$ cat config.mk
export PLATFORM = sky130hd
export DESIGN_NAME = rpc2_ctrl_xfer_scheduler
export DESIGN_NICKNAME = d
export VERILOG_FILES = /design/src/rtl/rpc2_ctrl_xfer_scheduler.sv
export SDC_FILE = /design/constraint.sdc
export NUM_CORES = 1
export LEC_CHECK = 0
export CAP_MARGIN = 15
export CORE_MARGIN = 2
export CORE_UTILIZATION = 40
export DETAILED_ROUTE_END_ITERATION = 10
export PLACE_DENSITY = 0.74
export SKIP_CTS_REPAIR_TIMING = 1
export SLEW_MARGIN = 15
export SYNTH_ARGS = -nofsm -noshare
export SYNTH_HDL_FRONTEND = slang
export SYNTH_SLANG_ARGS = --single-unit
$ cat constraint.sdc
create_clock -name clk -period 5.6 [get_ports clk]
set_input_delay 1.68 -clock clk [delete_from_list [all_inputs] [get_ports clk]]
set_output_delay 1.68 -clock clk [all_outputs]
set_load 0.03 [all_outputs]
$ cat src/rtl/rpc2_ctrl_xfer_scheduler.sv
// Round-robin write/read request scheduler for the Xccela PSRAM sequencer: splits each
// granted request on page and CE#-low beat limits and spaces transactions by a CE#-high gap.
module rpc2_ctrl_xfer_scheduler #(
  parameter int unsigned ADDR_W     = 32,
  parameter int unsigned LEN_W      = 12,
  parameter int unsigned PAGE_BYTES = 1024,
  parameter int unsigned MAX_BEATS  = 64,
  parameter int unsigned CE_GAP     = 3
) (
  input  logic              clk,
  input  logic              reset_n,
  input  logic              wr_req_valid,
  output logic              wr_req_ready,
  input  logic [ADDR_W-1:0] wr_req_addr,
  input  logic [LEN_W-1:0]  wr_req_len,
  input  logic              rd_req_valid,
  output logic              rd_req_ready,
  input  logic [ADDR_W-1:0] rd_req_addr,
  input  logic [LEN_W-1:0]  rd_req_len,
  output logic              cmd_valid,
  input  logic              cmd_ready,
  output logic              cmd_wr,
  output logic [ADDR_W-1:0] cmd_addr,
  output logic [LEN_W-1:0]  cmd_len,
  output logic              cmd_last,
  input  logic              seq_done,
  output logic              busy
);

  localparam int unsigned CNT_W = LEN_W + 1;
  localparam int unsigned OFF_W = $clog2(PAGE_BYTES);
  localparam int unsigned PL_W  = OFF_W + 1;
  localparam int unsigned MW    = (CNT_W > OFF_W) ? CNT_W : OFF_W;
  localparam int unsigned GAP_W = (CE_GAP > 1) ? $clog2(CE_GAP) : 1;

  typedef enum logic [2:0] {
    S_IDLE,
    S_CALC,
    S_ISSUE,
    S_WAIT_DONE,
    S_GAP
  } state_t;

  state_t             r_state;
  logic [ADDR_W-1:0]  r_addr;
  logic [CNT_W-1:0]   r_remaining;
  logic               r_last_wr;
  logic [GAP_W-1:0]   r_gap_cnt;

  logic               w_idle;
  logic               w_grant_wr;
  logic               w_grant_rd;
  logic [PL_W-1:0]    w_page_left;
  logic [MW-1:0]      w_page_beats;
  logic [MW-1:0]      w_rem_m;
  logic [MW-1:0]      w_max_m;
  logic [MW-1:0]      w_chunk_m;
  logic [CNT_W-1:0]   w_chunk;
  logic [ADDR_W-1:0]  w_chunk_bytes;
  state_t             w_post_gap;

  // Grant: a lone requester wins; on a tie the side not served last time wins.
  assign w_idle       = (r_state == S_IDLE);
  assign w_grant_wr   = w_idle & wr_req_valid & (~rd_req_valid | ~r_last_wr);
  assign w_grant_rd   = w_idle & rd_req_valid & (~wr_req_valid | r_last_wr);
  assign wr_req_ready = w_grant_wr;
  assign rd_req_ready = w_grant_rd;
  assign busy         = ~w_idle;

  // Chunk = min(remaining, tCEM budget, beats left in the current page).
  assign w_page_left  = PL_W'(PAGE_BYTES) - {1'b0, r_addr[OFF_W-1:0]};
  assign w_page_beats = MW'(w_page_left >> 1);
  assign w_rem_m      = MW'(r_remaining);
  assign w_max_m      = MW'(MAX_BEATS);

  always_comb begin
    w_chunk_m = w_rem_m;
    if (w_max_m < w_chunk_m) begin
      w_chunk_m = w_max_m;
    end
    if (w_page_beats < w_chunk_m) begin
      w_chunk_m = w_page_beats;
    end
  end

  assign w_chunk       = CNT_W'(w_chunk_m);
  assign w_chunk_bytes = ADDR_W'({w_chunk, 1'b0});
  assign w_post_gap    = (r_remaining != '0) ? S_CALC : S_IDLE;

  always_ff @(posedge clk or negedge reset_n) begin
    if (!reset_n) begin
      r_state     <= S_IDLE;
      r_addr      <= '0;
      r_remaining <= '0;
      r_last_wr   <= 1'b0;
      r_gap_cnt   <= '0;
      cmd_valid   <= 1'b0;
      cmd_wr      <= 1'b0;
      cmd_addr    <= '0;
      cmd_len     <= '0;
      cmd_last    <= 1'b0;
    end else begin
      unique case (r_state)
        S_IDLE: begin
          if (w_grant_wr | w_grant_rd) begin
            r_addr      <= (w_grant_wr ? wr_req_addr : rd_req_addr) & ~ADDR_W'(1);
            r_remaining <= CNT_W'(w_grant_wr ? wr_req_len : rd_req_len) + CNT_W'(1);
            cmd_wr      <= w_grant_wr;
            r_last_wr   <= w_grant_wr;
            r_state     <= S_CALC;
          end
        end
        S_CALC: begin
          cmd_addr    <= r_addr;
          cmd_len     <= LEN_W'(w_chunk - CNT_W'(1));
          cmd_last    <= (w_chunk == r_remaining);
          r_addr      <= r_addr + w_chunk_bytes;
          r_remaining <= r_remaining - w_chunk;
          cmd_valid   <= 1'b1;
          r_state     <= S_ISSUE;
        end
        S_ISSUE: begin
          if (cmd_ready) begin
            cmd_valid <= 1'b0;
            r_state   <= S_WAIT_DONE;
          end
        end
        S_WAIT_DONE: begin
          if (seq_done) begin
            if (CE_GAP == 0) begin
              r_state <= w_post_gap;
            end else begin
              r_gap_cnt <= GAP_W'(CE_GAP - 1);
              r_state   <= S_GAP;
            end
          end
        end
        S_GAP: begin
          if (r_gap_cnt == '0) begin
            r_state <= w_post_gap;
          end else begin
            r_gap_cnt <= r_gap_cnt - GAP_W'(1);
          end
        end
        default: begin
          r_state <= S_IDLE;
        end
      endcase
    end
  end

endmodule

==> impl_metrics.tcl, run 1 <==
set metrics [dict create \
    status "finished clean" \
    synth-async-reset-ratio_pct 100 \
    clock-sinks 95 \
    min_period_over_period_pct 91.9 \
    dp_hpwl_um 15000 \
    yosysMostFrequentCell "nand2_1" \
    cts.htree.levels 3 \
    relSlewSlack_pct 36.5 \
    reg2reg_slack_ns 0.45 \
    start_util_pct 41.0 \
    antenna_cells 0 \
    tns_ns 0 \
    path_class "reg2reg" \
    post_synth_num_cell_types 66 \
    ys_seq_area_share_pct 33.4 \
    fin_nets 1152 \
    ys_ff_latch 95 \
    min_path_type "reg2reg" \
    tightest_slew_ns 0.944 \
    grt_max_degree 68 \
    drtIter0Drc 380 \
    fmax_ghz 0.194 \
    fin_total_pwr_w 0.00619 \
    layoutNonFillerInstCount 1246 \
    p_clk_share_pct 10.7 \
    clock_skew_ns 0.0110 \
    peakVddDrop_v 0.000303 \
    place_inst 1228 \
    drv_cap 0 \
    finalCriticalPeriod_ns 5.15 \
    postSynthAreaPerCell_um2 8.03 \
    cp_max_fo 6 \
    synth-edff-count 0 \
    path_clk_slew_ns 0.07 \
    antenna_found_initial 0 \
    p_per_area_nw_per_um2 677 \
    ys.flop_type "dfrtp_1" \
    yosysWarnings 0 \
    fin_ws_ns 0.452 \
    grt_pass1_vias 6483 \
    dpl_worst_slack_ns 0.0882 \
    drt-total-wl_um 20300 \
    avgRoutedWirePerCell_um 16.3 \
    cts.path.max_buffers 2 \
    cp.arrival_ns 5.40 \
    die_y_um 137 \
    design.core.area_um2 17400 \
    p_leak_nw 3.89 \
    drive_above_1_share_pct 6.66 \
    p_sw_share_pct 49.4 \
    hold_viol 0 \
    required_ns 5.85 \
    rsz0062_at_grt "false" \
    vias 6916 \
    grt-ovfl-total 0 \
    cp-end-kind "register" \
    setup-violations-final 0 \
    grt.total_usage_pct 21.9 \
    postRouteAntennaNets 0 \
    die_w_um 137 \
    startpoint_type "register" \
    route.detailed.drc 0 \
    viasPerCell 5.55 \
    clock-root-buffer "clkbuf_16" \
    dieArea_um2 18900 \
    syn2layout_area_growth_pct 28.6 \
    numCtsBuffers 9 \
    grt_pass1_wl_um 32500 \
    power_frac_comb_pct 67.4 \
    core.rowCount 48 \
    drt_first_pass_iters 5 \
    drv_slew 0 \
    synth_common_cells "nand2_1 (176), dfrtp_1 (95), o21ai_0 (64), a21oi_1 (44)" \
    tritoncts "done" \
    place_congestion 0.888 \
    yosys.area.top_type "dfrtp_1" \
    cell_internal_pwr_w 0.00313 \
    numPortBuffers 140 \
    syn_inst 886 \
    clock_latency_ns 0.36 \
    netlist_top_cells_area "dfrtp_1 (33%), nand2_1 (9.3%), ha_1 (7.0%)" \
    switching_power_w 0.00306 \
    io_pins 144 \
    syn_area_um2 7110 \
    yosysTopAreaCellShare_pct 33.4 \
    seqPwrFrac_pct 21.9 \
]
[worst max-delay path, stage by stage, from the launching register on]
cell and delay [ns]:
dfrtp_1 0.44, or3_4 0.43, or3_4 0.43, xor2_1 0.29, ha_1 0.28, nand3_1 0.10
nor2_1 0.06, a211oi_1 0.30, buf_4 0.20, nand2_1 0.08, nand3_1 0.10, o21ai_1 0.10
ha_1 0.26, fa_1 0.42, a21o_1 0.20, a21oi_1 0.30, o21ai_1 0.17, nand4_1 0.21
buf_4 0.18, a211oi_4 0.09, xnor2_1 0.18, a211oi_1 0.26
[final timing paths]
path / from / endpoint / depth (start not counted)
setup / recovery: r_addr[2]$_DFFE_PN0P_ / r_addr[27]$_DFFE_PN0P_ / 21
hold / removal: cmd_addr[5]$_DFFE_PN0P_ / cmd_addr[5]$_DFFE_PN0P_ / 2
setup reg to reg: r_addr[2]$_DFFE_PN0P_ / r_addr[27]$_DFFE_PN0P_ / 21
hold reg to reg: cmd_addr[5]$_DFFE_PN0P_ / cmd_addr[5]$_DFFE_PN0P_ / 2
max in group asynchronous: reset_n / cmd_addr[10]$_DFFE_PN0P_ / 2
min in group asynchronous: reset_n / cmd_len[4]$_DFFE_PN0P_ / 1
[state kept, by name, summed over array words and instances (netlist names)]
name	flops
cmd_valid	1
r_state	3
r_addr	31
cmd_last	1
r_remaining	13
r_last_wr	1
cmd_len	12
cmd_addr	31
r_gap_cnt	2
[per-layer routing]
metal,up-vias,global-route usage (%),routed length (µm)
li1,3434,-,-
met1,3257,30.5,9440
met2,201,35.0,9530
met3,24,2.39,919
met4,0,8.25,442
met5,-,0,0
[through the flow]
stage	util, %	cell area (µm²)	hold WS [ns]
finish	52.7	9150	0.474
CTS	52.4	9100	0.483
global route	52.7	9150	0.503
detailed placement	50.6	8780	0.466
floorplan	-	7140	0.463
global placement	50.6	8780	0.456
[power groups by stage]
stage               registers [W]  clock network [W]  logic [W]
floorplan                 0.00154                  0    0.00272
global placement          0.00135                  0    0.00405
detailed placement        0.00136                  0    0.00410
CTS                       0.00135           0.000677    0.00413
global route              0.00141           0.000701    0.00464
finish                    0.00136           0.000663    0.00417
[logic make-up after synthesis]
logic type      synth area share, %
compound gates                 23.9
xor+xnor                       7.02
fa+ha+maj                      7.60
buf+inv                        5.14
flops                          33.4
mux                            1.00
other cells                   0.106
simple gates                   21.9
[cell type report]
class                      count  area [µm²]
fill                        1661        8210
tap                          225         282
multi-input combinational    709        4450
timing repair buffer         165        1590
sequential                    95        2380
inverter                      36         138
clock inverter                 6        76.3
clock buffer                  10         239
[cells in the final DEF (no fill, tap or decap), types with 5 or more instances in the layout]
master / n
nand2_1: 175
clkdlybuf4s50_1: 139
dfrtp_1: 95
o21ai_0: 59
a21oi_1: 44
nor2_1: 41
ha_1: 39
nand3_1: 38
inv_1: 33
xnor2_1: 30
o211ai_1: 28
xor2_1: 27
buf_4: 26
a211oi_1: 25
nand4_1: 15
o22ai_1: 15
a21o_1: 14
nor3_1: 14
nand2b_1: 10
and3_1: 9
conb_1: 9
clkbuf_16: 9
a31oi_1: 8
o21a_1: 7
a311oi_1: 7
nor4_1: 6
mux2i_1: 6
and2_1: 5
o21ai_1: 5
Power figures use the tool's default switching activity.
==> run 2: changes to the inputs <==
--- a/config.mk
+++ b/config.mk
@@ -10,6 +10,7 @@
 export CORE_UTILIZATION = 40
 export DETAILED_ROUTE_END_ITERATION = 10
 export PLACE_DENSITY = 0.74
+export RECOVER_POWER = 100
 export SKIP_CTS_REPAIR_TIMING = 1
 export SLEW_MARGIN = 15
 export SYNTH_ARGS = -nofsm -noshare
==> run 2 against run 1 <==
Net effect:
- non-clock buffer count unchanged
- hold slack got worse by 0.0052 ns
- clock power about the same
- total power shrank 1.4%
- register-to-register slack about the same
- routed wire length is 0.26% lower
- first-iteration DRC count up 1.1%
- die area unchanged
- design area is 0.49% lower
- largest power group unchanged
- utilization decreased by 0.26 points
- fmax decreased by 1.9%
- the flow now finishes with violations (max-capacitance violations, max-slew violations)
- combinational power down 2%
- critical path type is now in2out
==> impl_metrics.tcl, run 2 (same netlist as run 1, synthesis figures left out) <==
set metrics [dict create \
    status "finished with violations" \
    violations "max-capacitance violations, max-slew violations" \
    finish.instance_area_um2 9100 \
    min_path_type "reg2reg" \
    cpMostUsedCell "dlygate4sd3_1" \
    die_w_um 137 \
    design.core.area_um2 17400 \
    grt_pass1_wl_um 32500 \
    p_sw_share_pct 49.9 \
    drt-total-wl_um 20300 \
    cell_internal_pwr_w 0.00306 \
    required_ns 3.92 \
    io_pins 144 \
    drive_above_1_share_pct 5.97 \
    core.rowCount 48 \
    start_util_pct 41.0 \
    cts.path.max_buffers 2 \
    tightest_slew_ns 3.23 \
    layout_commonest_cell "nand2_1" \
    grt_max_degree 68 \
    path_class "in2out" \
    relSlewSlack_pct -116 \
    peakVddDrop_v 0.000278 \
    layoutNonFillerInstCount 1246 \
    min_period_over_period_pct 93.7 \
    vias 6952 \
    cp_max_fo 4 \
    grt.total_usage_pct 21.9 \
    placed_cell_area_um2 8780 \
    syn2layout_area_growth_pct 27.9 \
    reg2reg_slack_ns 0.44 \
    numCtsBuffers 9 \
    place_congestion 0.888 \
    seqPwrFrac_pct 22.1 \
    clock_latency_ns 0.36 \
    route.detailed.drc 0 \
    regArea_um2 2380 \
    cp-end-kind "output pin" \
    p_per_area_nw_per_um2 671 \
    p_leak_nw 3.93 \
    tritoncts "done" \
    setup-violations-final 0 \
    endpoint "wr_req_ready" \
    critPathLaunch "wr_req_valid" \
    fin_nets 1152 \
    dp_hpwl_um 15000 \
    crit_slowest_cell "dlygate4sd3_1" \
    final_cell_mix "nand2_1 (175), dfrtp_1 (95), clkdlybuf4s50_1 (88), o21ai_0 (59), dlygate4sd3_1 (51)" \
    antenna_found_initial 0 \
    cpPeakStageDelay_ns 0.74 \
    path_clk_slew_ns 0.07 \
    drv_cap 3 \
    multi_input_area_um2 4430 \
    cp.arrival_ns 3.57 \
    startpoint_type "primary input" \
    clock-sinks 95 \
    p_clk_share_pct 10.8 \
    clock-root-buffer "clkbuf_16" \
    rsz0062_at_grt "false" \
    tns_ns 0 \
    r2r_end "r_addr[31]$_DFFE_PN0P_" \
    finalCriticalPeriod_ns 5.25 \
    power_frac_comb_pct 67.1 \
    reg_top3 "cmd_addr (31), r_addr (31), r_remaining (13)" \
    die_y_um 137 \
    avgRoutedWirePerCell_um 16.3 \
    drtIter0Drc 384 \
    grt-ovfl-total 0 \
    viasPerCell 5.58 \
    r2r-start "r_addr[2]$_DFFE_PN0P_" \
    fmax_ghz 0.191 \
    numPortBuffers 140 \
    dieArea_um2 18900 \
    postRouteAntennaNets 0 \
    fill_cells 1673 \
    drt_first_pass_iters 5 \
    cts.htree.levels 3 \
    antenna_cells 0 \
    hold_viol 0 \
    clock_skew_ns 0.0107 \
    reg2reg_depth 20 \
    drv_slew 164 \
    place_inst 1228 \
    switching_power_w 0.00305 \
    worstPathCellList "dlygate4sd3_1 > a21boi_0 > nand2_2 > clkinv_1 > dlygate4sd3_1" \
    grt_pass1_vias 6483 \
]
-- run 2: cell types whose count changed in the layout (fill, tap and decap cells not counted), sizes merged --
cell	before	now
clkdlybuf4s50	139	88
dlygate4sd3	0	51
clkbuf	10	19
buf	26	17
-- run 2: through the flow --
| stage | hold slack [ns] | total power, W | util [%] | worst slack (ns) |
|---|---|---|---|---|
| after floorplan | 0.463 | 0.00426 | - | 0.132 |
| after detailed placement | 0.466 | 0.00547 | 50.6 | 0.0882 |
| after global placement | 0.456 | 0.00540 | 50.6 | 0.132 |
| after global routing | 0.498 | 0.00666 | 52.4 | 0.0152 |
| after CTS | 0.483 | 0.00616 | 52.4 | 0.0488 |
| final | 0.468 | 0.00611 | 52.4 | 0.354 |
-- run 2: worst min path at each step --
| stage | startpoint | endpoint | cells past startpoint |
|---|---|---|---|
| after floorplan | r_addr[31]$_DFFE_PN0P_ | cmd_addr[31]$_DFFE_PN0P_ | 2 |
| after global placement | cmd_len[10]$_DFFE_PN0P_ | cmd_len[10]$_DFFE_PN0P_ | 2 |
| after detailed placement | cmd_addr[5]$_DFFE_PN0P_ | cmd_addr[5]$_DFFE_PN0P_ | 2 |
| after CTS | cmd_addr[5]$_DFFE_PN0P_ | cmd_addr[5]$_DFFE_PN0P_ | 2 |
| after global routing | cmd_addr[16]$_DFFE_PN0P_ | cmd_addr[16]$_DFFE_PN0P_ | 2 |
| final | cmd_addr[5]$_DFFE_PN0P_ | cmd_addr[5]$_DFFE_PN0P_ | 2 |
-- run 2: worst max-delay path: cells and delay by family --
family | cells | cell delay (ns)
AO/OA/AOI/OAI | 1 | 0.32
buffers and inverters | 3 | 1.44
AND/OR/NAND/NOR | 1 | 0.12
-- run 2: power by group through the flow --
stage                     Sequential (W)  Clock (W)  Combinational [W]
after floorplan                  0.00154          0            0.00272
after detailed placement         0.00136          0            0.00410
after global routing             0.00140   0.000701            0.00456
final                            0.00135   0.000661            0.00410
after CTS                        0.00135   0.000677            0.00413
after global placement           0.00135          0            0.00405
-- run 2: layout make-up --
| type | instances | share of cell area (%) |
|---|---|---|
| inverters | 36 | 1.51 |
| well taps | 225 | 3.09 |
| repair buffers | 165 | 17.1 |
| clock inverters | 6 | 0.838 |
| multi-input cells | 709 | 48.7 |
| clock buffers | 10 | 2.63 |
| flip-flops and latches | 95 | 26.1 |
-- run 2: metal layers --
| metal | vias up | global-route usage [%] | share of wire (%) |
|---|---|---|---|
| li1 | 3435 | - | - |
| met1 | 3279 | 30.5 | 46 |
| met2 | 214 | 35.0 | 47 |
| met3 | 24 | 2.39 | 4.8 |
| met4 | 0 | 8.25 | 2.2 |
| met5 | - | 0 | 0 |
==> run 3: changes to the inputs <==
--- a/config.mk
+++ b/config.mk
@@ -9,7 +9,7 @@
 export CORE_MARGIN = 2
 export CORE_UTILIZATION = 40
 export DETAILED_ROUTE_END_ITERATION = 10
-export PLACE_DENSITY = 0.74
+export PLACE_DENSITY_LB_ADDON = 0.3
 export RECOVER_POWER = 100
 export SKIP_CTS_REPAIR_TIMING = 1
 export SLEW_MARGIN = 15
==> run 3 against run 2 <==
Net effect:
- the run still ends with max-capacitance violations, max-slew violations left
- worst setup slack improved by 0.0027 ns
- total power hardly changed
- flip-flop and latch count is the same
- hold slack better by 0.00093 ns
- critical path depth unchanged
- register-to-register slack got worse by 0.04 ns
- routed wire length increased by 0.21%
- non-clock buffer count rose by 2
- critical path type unchanged
- utilization is 0.17 points lower
- sequential power hardly changed
==> impl_metrics.tcl, run 3 (same netlist as run 1, synthesis figures left out) <==
set metrics [dict create \
    syn2layout_area_growth_pct 27.5 \
    finish.instance_area_um2 9070 \
    r2r-start "r_addr[2]$_DFFE_PN0P_" \
    worst_hold_slack_ns 0.469 \
    cts.path.max_buffers 2 \
    r2r_end "r_remaining[12]$_DFFE_PN0P_" \
    cp-end-kind "output pin" \
    grt_pass1_vias 6324 \
    drv_slew 181 \
    final_cell_mix "nand2_1 (175), dfrtp_1 (95), clkdlybuf4s50_1 (88), o21ai_0 (62), dlygate4sd3_1 (51)" \
    cp.arrival_ns 3.56 \
    grt.total_usage_pct 21.7 \
    place_congestion 0.885 \
    antenna_cells 0 \
    cp_max_fo 4 \
    finalCriticalPeriod_ns 5.24 \
    io_pins 144 \
    avgRoutedWirePerCell_um 16.3 \
    min_from "cmd_addr[9]$_DFFE_PN0P_" \
    fin_total_pwr_w 0.00611 \
    grt-ovfl-total 0 \
    setup-violations-final 0 \
    tritoncts "done" \
    numCtsBuffers 9 \
    viasPerCell 5.47 \
    numPortBuffers 140 \
    p_per_area_nw_per_um2 673 \
    cts.htree.levels 3 \
    drtIter0Drc 456 \
    core.rowCount 48 \
    rsz0062_at_grt "false" \
    tns_ns 0 \
    start_util_pct 41.0 \
    relSlewSlack_pct -89.8 \
    fin_nets 1154 \
    drt_first_pass_iters 5 \
    dieArea_um2 18900 \
    fill_cells 1718 \
    postRouteAntennaNets 0 \
    reg2reg_slack_ns 0.40 \
    min_period_over_period_pct 93.6 \
    drt-total-wl_um 20300 \
    peakVddDrop_v 0.000278 \
    layout_commonest_cell "nand2_1" \
    reg_top3 "cmd_addr (31), r_addr (31), r_remaining (13)" \
    grt_pass1_wl_um 32100 \
    hold_depth 2 \
    reg2reg_depth 20 \
    hold_viol 0 \
    required_ns 3.92 \
    clock-sinks 95 \
    dp_hpwl_um 15100 \
    die_w_um 137 \
    die_y_um 137 \
    path_clk_slew_ns 0.06 \
    antenna_found_initial 0 \
    startpoint_type "primary input" \
    clock_skew_ns 0.0102 \
    postLayoutCoreUtil_pct 52.3 \
    vias 6830 \
    p_leak_nw 3.93 \
    clock_latency_ns 0.36 \
    route.detailed.drc 0 \
    drv_cap 4 \
    drive_above_1_share_pct 5.77 \
    grt_max_degree 63 \
    min_path_type "reg2reg" \
    path_class "in2out" \
    clock-root-buffer "clkbuf_16" \
    tightest_slew_ns 2.85 \
    whs_endpoint "cmd_addr[9]$_DFFE_PN0P_" \
    design.core.area_um2 17400 \
    placed_cell_area_um2 8810 \
    fmax_ghz 0.191 \
    violations "max-capacitance violations, max-slew violations" \
    status "finished with violations" \
]
[run 3: how the worst max path moves through the flow]
stage	startpoint	end	slack [ns]	cells after the start
2_1_floorplan	r_addr[3]$_DFFE_PN0P_	r_addr[25]$_DFFE_PN0P_	0.13	22
3_3_place_gp	r_addr[2]$_DFFE_PN0P_	r_addr[25]$_DFFE_PN0P_	0.13	18
3_5_place_dp	r_addr[2]$_DFFE_PN0P_	r_addr[25]$_DFFE_PN0P_	0.13	18
4_1_cts	r_addr[2]$_DFFE_PN0P_	r_addr[25]$_DFFE_PN0P_	0.08	18
5_1_grt	r_addr[2]$_DFFE_PN0P_	r_remaining[12]$_DFFE_PN0P_	0.04	23
6_report	wr_req_valid	wr_req_ready	0.36	5
[run 3: power breakdown]
part | internal, W | total [W] | switching, W | leakage, nW
logic | 0.00170 | 0.00412 | 0.00242 | 2.64
clock network | 0.000354 | 0.000645 | 0.000291 | 0.146
registers | 0.00103 | 0.00134 | 0.000318 | 1.15
[run 3: area by class of cell]
class	instances	area [µm²]	area share, %
multi-input cells	709	4390	48.4
flip-flops and latches	95	2380	26.2
repair buffers	167	1580	17.4
well taps	225	282	3.10
clock buffers	10	229	2.52
inverters	36	138	1.52
clock inverters	6	75.1	0.827
[run 3: critical path: stages]
cell and delay [ns]:
dlygate4sd3_1 0.59, a21boi_0 0.31, nand2_2 0.09, clkinv_1 0.11
dlygate4sd3_1 0.77
[run 3: layer usage]
| layer | GRT usage (%) | vias up | share of wire (%) |
|---|---|---|---|
| met5 | 0 | - | 0 |
| met4 | 6.93 | 0 | 2.0 |
| met3 | 2.80 | 21 | 4.2 |
| met2 | 35.4 | 171 | 47 |
| met1 | 29.9 | 3196 | 47 |
| li1 | - | 3442 | - |
[run 3: through the flow]
stage / cells / worst slack [ns]
2_1_floorplan: 893 / 0.132
4_1_cts: 1247 / 0.0785
3_5_place_dp: 1231 / 0.129
6_report: 1248 / 0.357
3_3_place_gp: 1231 / 0.131
5_1_grt: 1248 / 0.0419
==> edit 1: new RTL, flow settings as in run 2 <==
Reset style: synchronous (`reset_n`), changed in one clocked block.
--- a/src/rtl/rpc2_ctrl_xfer_scheduler.sv
+++ b/src/rtl/rpc2_ctrl_xfer_scheduler.sv
@@ -87,7 +87,7 @@
   assign w_chunk_bytes = ADDR_W'({w_chunk, 1'b0});
   assign w_post_gap    = (r_remaining != '0) ? S_CALC : S_IDLE;
 
-  always_ff @(posedge clk or negedge reset_n) begin
+  always_ff @(posedge clk) begin
     if (!reset_n) begin
       r_state     <= S_IDLE;
       r_addr      <= '0;
Function: differs if reset_n is asserted again (counterexample within 4 cycles, from zero or initial values and one cycle with reset_n low); with reset_n held inactive, the same outputs for 10 cycles.
==> edit 1 against run 2 <==
Wire length grew 1.8%. Total power shrank 6.6%. Sequential cell count unchanged. Worst setup slack lost 0.089 ns. Register-to-register slack got worse by 0.02 ns. First-iteration DRC count grew 22%. Final area fell by 2.4%. Area after synthesis shrank 2.6%.
==> edit 1: results (changes against run 2) <==
critical_path:
  r2r_slack_ns: 0.42  # -0.02 ns
  crit_fanout: 19  # +15
  rr_worst_depth: 19  # -5.0%
  worst_r2r_endpoint: "r_addr[24]"
  timing.rr.start: "r_addr[1]"
grt:
  grt_first_pass_wirelength_um: 33500  # +2.9%
  grt_usage_pct: 22.6  # +0.72 points
  grt_pass1_vias: 6600  # +1.8%
  grt_max_degree: 67  # -1.5%
routing:
  wl_met2_um: 9530  # +0.56%
  postRouteWirelength_um: 20600  # +1.8%
  via_count: 7204  # +3.6%
  drtIter0Drc: 467  # +22%
  met3_length_um: 1230  # +25%
  met1_length_um: 9490  # +1.3%
synthesis:
  seq_area_frac_synth_pct: 27.4  # -6.0 points
  ys_async_sr_fraction_pct: 0  # -100 points
  synth_ff_type: "dfxtp_1"
  synth.area.top_cells: "dfxtp_1 27%, nand2_1 9.9%, ha_1 7.2%"
  synth_cell_types: 85  # +29%
hold_path:
  hold-path-endpoint: "cmd_addr[16]"
finish:
  nNetsFinal: 1207  # +4.8%
  drive_gt1_share_pct: 6.97  # +1.0 points
  nFillCells: 1718  # +2.7%
power_and_ir_drop:
  power.leakage_nw: 3.63  # -7.6%
  p_sw_mw: 2.86  # -6.0%
timing:
  finalClockSkew_ns: 0.00742  # -0.00332 ns
outcome:
  status: "complete, no violations"
edit 1: changes by cell type after synthesis, sizes merged, moves of 11 or more:
cell    before  now
dfrtp       95    0
buf         12   25
nor2        41   74
o22ai       15    3
o21ai       65   45
a211oi      27   16
o211ai      28   13
dfxtp        0   95
clkbuf      41   29
a21oi       44   93
edit 1: logic make-up after synthesis:
logic type      synth area share, %
fa+ha+maj                      7.80
simple gates                   25.1
mux                            3.14
buf+inv                        5.31
compound gates                 25.3
flops                          27.4
xor+xnor                       5.81
other cells                   0.108
edit 1: worst max-delay path by stage:
stage | cells past startpoint | endpoint | from
floorplan | 23 | r_remaining[12] | r_addr[1]
global placement | 20 | r_remaining[9] | r_addr[4]
detailed placement | 20 | r_remaining[9] | r_addr[4]
CTS | 20 | r_remaining[9] | r_addr[4]
global route | 21 | r_remaining[9] | r_addr[1]
finish | 6 | wr_req_ready | wr_req_valid
edit 1: worst max-delay path, cell delays in order:
cell and delay [ns]:
clkdlybuf4s50_1 0.55, nor4b_1 0.72, nand2_2 0.12, inv_2 0.09, buf_4 0.27, buf_4 0.21
edit 1: cell type report:
| class | count | area [sq um] | share of cell area, % |
|---|---|---|---|
| Multi-Input combinational cell | 765 | 4700 | 52.9 |
| Clock buffer | 9 | 225 | 2.53 |
| Sequential cell | 95 | 1900 | 21.4 |
| Inverter | 31 | 116 | 1.31 |
| Tap cell | 225 | 282 | 3.17 |
| Clock inverter | 7 | 63.8 | 0.718 |
| Timing Repair Buffer | 169 | 1600 | 18.0 |
edit 1: power by group through the flow:
stage | clock [mW] | combinational, mW | sequential (mW)
global placement | 0 | 3.98 | 1.07
detailed placement | 0 | 4.01 | 1.07
floorplan | 0 | 2.93 | 1.12
finish | 0.613 | 4.03 | 1.06
CTS | 0.627 | 4.04 | 1.06
global route | 0.651 | 4.48 | 1.09
edit 1: per-stage QoR:
| step | hold slack (ns) | cell area, sq um | instances | setup WS, ns |
|---|---|---|---|---|
| finish | 0.449 | 8890 | 1301 | 0.266 |
| CTS | 0.456 | 8900 | 1301 | 0.267 |
| floorplan | 0.437 | 6960 | 945 | 0.611 |
| detailed placement | 0.446 | 8610 | 1285 | 0.373 |
| global route | 0.467 | 8890 | 1301 | 0.0277 |
| global placement | 0.443 | 8610 | 1285 | 0.488 |
edit 1: layer usage:
layer / vias up / GRT usage (%)
met5: - / 0
met4: 0 / 7.18
met3: 22 / 3.82
met2: 215 / 36.6
met1: 3343 / 30.7
li1: 3624 / -
==> edit 2: new RTL, config.mk and constraints of run 2 <==
Without the edit above. The parameter `PAGE_BYTES` goes from 1024 to 512.
--- a/src/rtl/rpc2_ctrl_xfer_scheduler.sv
+++ b/src/rtl/rpc2_ctrl_xfer_scheduler.sv
@@ -3,7 +3,7 @@
 module rpc2_ctrl_xfer_scheduler #(
   parameter int unsigned ADDR_W     = 32,
   parameter int unsigned LEN_W      = 12,
-  parameter int unsigned PAGE_BYTES = 1024,
+  parameter int unsigned PAGE_BYTES = 512,
   parameter int unsigned MAX_BEATS  = 64,
   parameter int unsigned CE_GAP     = 3
 ) (
Formal check against the unedited RTL: not equivalent (Yosys sat finds a counterexample within 4 cycles, from zero or initial values and one cycle with reset_n low).
==> edit 2 against run 2 <==
The flow still finishes with violations (max-capacitance violations, max-slew violations). Via count shrank 3.7%. Sequential cell count is the same. Wire length shrank 1.7%. Combinational power shrank 2%. Area after synthesis shrank 2.7%. Critical endpoint is now r_addr[20]. Die area shrank 2.6%. Cell count shrank 1.0%. Critical path depth grew 12. Final area shrank 1.9%. Total power shrank 2.2%. Core utilization shrank 0.25 points. Non-clock buffer count shrank 3. Worst setup slack gained 0.042 ns.
==> edit 2: results (changes against run 2) <==
synthesis:
  synth.area.top_cells: "dfrtp_1 34%, nand2_1 11%, ha_1 7.0%"
  synth_top_cells_by_count: "201 x nand2_1, 95 x dfrtp_1, 55 x o21ai_0, 49 x a21oi_1, 49 x nor2_1"
  synth_cell_types: 75  # +14%
outcome:
  status: "complete, but fails checks"
  violations: "max-capacitance violations, max-slew violations"
critical_path:
  crit_arrival_ns: 5.46  # +1.89 ns
  r2r_slack_ns: 0.40  # -0.04 ns
  rr_worst_depth: 17  # -15%
  crit_fanout: 19  # +15
  cp_slowest_stage_delay_ns: 0.55  # -0.19 ns
  startpoint: "r_addr[3]"
grt:
  gr-usage-met1_pct: 30.9  # +0.35 points
  grt_max_degree: 78  # +15%
  grt_first_pass_wirelength_um: 32900  # +1.2%
  grt_pass1_vias: 6332  # -2.3%
timing:
  clock.fmax_mhz: 192  # +0.81%
  slew_viol_final: 88  # -46%
routing:
  via_count: 6696  # -3.7%
  drtPass1Iterations: 6  # +1
  viasPerCell: 5.43  # -2.7%
  met3_length_um: 884  # -10%
  met1_length_um: 9230  # -1.5%
place:
  gp_congestion: 0.884  # -0.42%
job:
  max_cap_viol_count: 2  # -1
finish:
  layout.nonclk_buf_share_pct: 17.5  # +0.38 points
  drive_gt1_share_pct: 6.35  # +0.37 points
  sh_seq_area_pct: 26.6  # +0.49 points
  multi_input_area_sq_um: 4250  # -4.0%
  inv_count: 38  # +5.6%
hold_path:
  hold-path-endpoint: "cmd_addr[22]"
[edit 2: report_power, final]
group / total, mW / switching (mW) / internal, mW
Clock: 0.629 / 0.310 / 0.319
Sequential: 1.34 / 0.316 / 1.03
Combinational: 4.00 / 2.36 / 1.64
Total: 5.97 / 2.98 / 2.99
[edit 2: cell families (layout without fill, tap and decap cells)]
family,after synthesis,count (layout),share of synthesized area [%]
adder cells (fa/ha/maj),41,41,7.63
AO/OA/AOI/OAI,216,216,20.1
flip-flops,95,95,34.3
multiplexers,18,18,2.89
other,2,10,0.108
XOR/XNOR,43,43,5.44
buffers and inverters,82,216,4.93
AND/OR/NAND/NOR,369,369,24.5
[edit 2: stage by stage]
stage / instance area [sq um] / hold WS, ns
3_3_place_gp: 8630 / 0.459
4_1_cts: 8940 / 0.478
6_report: 8930 / 0.470
2_1_floorplan: 6950 / 0.454
3_5_place_dp: 8630 / 0.461
5_1_grt: 8930 / 0.493
